File: config.mk
export PLATFORM = sky130hd
export DESIGN_NAME = mux_16x1_rr_arbiter
export DESIGN_NICKNAME = d
export VERILOG_FILES = /design/src/rtl/mux_16x1_rr_arbiter.sv
export SDC_FILE = /design/constraint.sdc
export NUM_CORES = 1
export LEC_CHECK = 0
export BUFFER_PORTS_ARGS = -buffer_cell sky130_fd_sc_hd__buf_4
export CORE_MARGIN = 2
export CORE_UTILIZATION = 60
export CTS_BUF_LIST = sky130_fd_sc_hd__clkbuf_4 sky130_fd_sc_hd__clkbuf_8
export DETAILED_ROUTE_END_ITERATION = 12
export GPL_ROUTABILITY_DRIVEN = 0
export PLACE_DENSITY = 0.88
export SETUP_SLACK_MARGIN = 0.02
export SLEW_MARGIN = 20
export SYNTH_ARGS = -nofsm -noshare
export SYNTH_HDL_FRONTEND = slang
export SYNTH_SLANG_ARGS = --single-unit
export TNS_END_PERCENT = 1
File: constraint.sdc
create_clock -name clk -period 9.3 [get_ports clk]
set_input_delay 1.86 -clock clk [delete_from_list [all_inputs] [get_ports clk]]
set_output_delay 1.86 -clock clk [all_outputs]
set_load 0.03 [all_outputs]
File: src/rtl/mux_16x1_rr_arbiter.sv
// Round-robin arbiter sharing one 16:1 mux among 16 requesters.
// A grant ends on done, on request withdrawal, or when it reaches MAX_HOLD cycles.

module mux_16x1 (
    input  logic [15:0] in,
    input  logic [3:0]  sel,
    output logic        out
);
    assign out = in[sel];
endmodule

module mux_16x1_rr_arbiter #(
    parameter int MAX_HOLD = 8
) (
    input  logic        clk,
    input  logic        rst_n,
    input  logic [15:0] req,
    input  logic        done,
    input  logic [15:0] data_in,
    output logic [15:0] grant,
    output logic [3:0]  sel,
    output logic        valid,
    output logic        data_out
);
    typedef enum logic {IDLE, GRANT} state_t;

    localparam logic [7:0] HOLD_LIMIT = 8'(MAX_HOLD);

    state_t      state, state_d;
    logic [3:0]  ptr, ptr_d;
    logic [7:0]  hold, hold_d;
    logic [15:0] grant_d;
    logic [3:0]  sel_d;
    logic        valid_d;
    logic        found;
    logic [3:0]  win;
    logic        rel;
    logic        mux_out;

    // First requesting index at or after ptr, wrapping modulo 16.
    always_comb begin
        found = 1'b0;
        win   = ptr;
        for (int i = 0; i < 16; i++) begin
            if (!found && req[ptr + 4'(i)]) begin
                found = 1'b1;
                win   = ptr + 4'(i);
            end
        end
    end

    always_comb begin
        rel = (state == GRANT) &&
              (done || !req[sel] || (MAX_HOLD != 0 && hold == HOLD_LIMIT));
    end

    always_comb begin
        // NOTE: every output of this block gets a default first, so no path can infer a latch.
        state_d = state;
        ptr_d   = ptr;
        hold_d  = hold;
        grant_d = grant;
        sel_d   = sel;
        valid_d = valid;

        if (state == IDLE || rel) begin
            if (found) begin
                state_d = GRANT;
                grant_d = 16'(1) << win;
                sel_d   = win;
                valid_d = 1'b1;
                ptr_d   = win + 4'd1;
                hold_d  = 8'd1;
            end else begin
                state_d = IDLE;
                grant_d = '0;
                valid_d = 1'b0;
            end
        end else if (hold != 8'hFF) begin
            hold_d = hold + 8'd1;
        end
    end

    // NOTE: sequential state uses non-blocking assignments so all registers update together.
    always_ff @(posedge clk or negedge rst_n) begin
        if (!rst_n) begin
            state <= IDLE;
            ptr   <= '0;
            hold  <= '0;
            grant <= '0;
            sel   <= '0;
            valid <= 1'b0;
        end else begin
            state <= state_d;
            ptr   <= ptr_d;
            hold  <= hold_d;
            grant <= grant_d;
            sel   <= sel_d;
            valid <= valid_d;
        end
    end

    mux_16x1 u_mux (
        .in  (data_in),
        .sel (sel),
        .out (mux_out)
    );

    assign data_out = valid & mux_out;
endmodule

==> flow_metrics.py <==
metrics = {
    "critical_path": {
        "path_max_fanout": 32,
        "path_delay_family": "adder cells",
        "crit_arrival_ps": 5980,
        "path_buf_inv": 4,
        "critPathKind": "reg2reg",
        "cp-start-kind": "flip-flop",
        "crit_chain": "buf_4 -> inv_1 -> ha_1 -> inv_2 -> mux4_1 -> mux2i_1 -> nand3_1 -> nor4_2 -> nand3_1 -> a31o_2 -> nand2_1 -> inv_1 -> ha_1 -> ha_1 -> nand2_1 -> o21ai_0",
        "r2r_start": "ptr[1]",
        "crit_path_top_delay_cell": "ha_1",
        "slowest_delay_ps": 970,
        "crit_start": "ptr[1]",
        "crit_top_cell": "ha_1",
        "worstSetupEndpointType": "flip-flop",
        "critical_path_required_ps": 9420,
    },
    "hold_path": {
        "hold_path_class": "reg2reg",
        "holdCritStartpoint": "grant[6]",
    },
    "sta": {
        "drv_slew": 0,
        "timing.fmax_mhz": 171,
        "tns_ps": 0,
        "period_needed_ps": 5850,
        "tightest_slew_ps": 986,
        "setup_viol": 0,
        "slew_headroom": 0.324,
        "rsz0062_at_grt": "false",
        "finalHoldViolCount": 0,
        "finClkSkew_ps": 8.42,
        "final.setup.worst_slack_ps": 3450,
        "fin_crit_sh": 0.629,
    },
    "clocking": {
        "post_cts_resized": 0,
        "insertion_delay_ps": 290,
        "post_cts_buffers": 0,
        "clockBufferDepth": 2,
        "numCtsBuffers": 5,
        "cts_tree": "built",
        "holdBufCountCts": 0,
        "clockRootBuffer": "clkbuf_8",
        "htreeDepth": 2,
        "clk_pin_slew_ps": 70,
        "cts_num_sinks": 33,
    },
    "place": {
        "dp_slack_ps": 3520,
        "place_hpwl_um": 10200,
        "post_dp_cell_area_um2": 4710,
        "io_buffers": 56,
        "dp.cells": 590,
    },
    "yosys": {
        "syn_area_um2": 4310,
        "synthCells": 461,
        "synthArstFlopShare": 1.00,
        "ys_warn_count": 0,
        "synth-seq-cells": 33,
        "synth.avg_cell_area_um2": 9.35,
        "netlist_top_cells_count": "mux2i_1, nor2_1, dfrtp_1, nand3_1, o21ai_0",
        "synth_top_cell_by_area": "dfrtp_1",
        "synth_top_area_share": 0.192,
        "synth-edff-count": 0,
        "synthTopCellsByArea": "dfrtp_1, mux4_2, mux2i_1",
        "yosysMostFrequentCell": "mux2i_1",
        "ys_types": 79,
        "syn_nets": 511,
        "ys.flop_type": "dfrtp_1",
        "ys_seq_area_frac": 0.192,
    },
    "grt": {
        "grt_max_degree": 34,
        "grt_pass1_vias": 4119,
        "grtUsageTotal": 0.359,
        "grt-ovfl-total": 0,
        "grt_pass1_wl_um": 21600,
        "antenna_found_initial": 0,
    },
    "routing": {
        "dr.pass1.iters": 10,
        "drtIter0Drc": 640,
        "drt-total-wl_um": 13800,
        "drtAntennaViolNets": 0,
        "via_per_inst": 7.47,
        "num_vias": 4470,
        "remaining_drc_errors": 1,
        "wl_per_cell_um": 23.0,
    },
    "floorplan": {
        "fp.dieArea_um2": 7880,
        "die_h_um": 88.7,
        "io-pin-count": 57,
        "core-area_um2": 6870,
        "die_w_um": 88.7,
        "start_util": 0.627,
        "core.rowCount": 30,
    },
    "cells_and_area": {
        "nNetsFinal": 551,
        "n_antenna_cell": 0,
        "area_delta_synth_final_pct": 11.3,
        "fin_cells": 598,
        "stdcell_area_um2": 4800,
        "drive_gt1_frac": 0.245,
        "fillers": 499,
    },
    "job": {
        "cap_violations": 0,
    },
    "run_status": {
        "outcome": "finished with violations",
        "violations": "design-rule violations",
    },
}
## per-layer routing
layer | part of all wire | wire length (µm) | vias up | GRT usage
met2 | 0.47 | 6420 | 365 | 0.570
met5 | 0 | 0 | - | 0
met3 | 0.12 | 1610 | 79 | 0.0793
met1 | 0.37 | 5050 | 2127 | 0.463
li1 | - | - | 1899 | -
met4 | 0.049 | 674 | 0 | 0.178
## cells in the final DEF, fill, tap and decap left out, drive strengths merged, types with 20 or more instances in the layout
master  instances
buf            59
dfrtp          33
nand3          32
nor2           35
nand2          23
mux2           20
a21oi          24
o21ai          29
mux2i          45
mux4           27
## kinds of logic after synthesis
group           Yosys count  synth area share
simple gates            140             0.172
compound gates          125             0.207
mux                      92             0.303
buf+inv                  40            0.0502
flops                    33             0.192
xor+xnor                 16            0.0325
fa+ha+maj                15            0.0436
## worst register-to-register path: cells and delay by family, from the launching register on
family | cells | cell delay (ps)
multiplexers | 2 | 1300
buffers and inverters | 4 | 1060
AO/OA/AOI/OAI | 2 | 400
AND/OR/NAND/NOR | 5 | 1080
flip-flops | 1 | 330
adder cells (fa/ha/maj) | 3 | 1530
## cell type report
type                    instances  area (µm²)  share of cell area
multi-input cells             388        3270               0.681
flip-flops and latches         33         826               0.172
clock inverters                 2        10.0             0.00209
repair buffers                 59         443              0.0923
inverters                      14        55.1              0.0115
well taps                      96         120              0.0250
clock buffers                   6        76.3              0.0159
## metrics by stage
step,util,hold WS [ps]
final,0.698,511
after CTS,0.698,510
after floorplan,-,478
after global routing,0.698,532
after detailed placement,0.686,489
after global placement,0.686,479
## worst paths after layout
path                            end  slack [ps]  depth (start not counted)
min reg2reg                grant[6]         510                          1
min in group asynchronous   hold[4]        1500                          1
min                        grant[6]         510                          1
max in group asynchronous    sel[3]        7490                          1
max reg2reg                  ptr[2]        3450                         16
max                          ptr[2]        3450                         16
## flip-flops by register name, indices dropped and copies added (netlist names)
name and flops:
hold 8, sel 4, grant 16, ptr 4
state 1
Power is left out: the tool's default activity adds up to more than one toggle a clock period on the data nets, which glitch-free logic cannot reach.
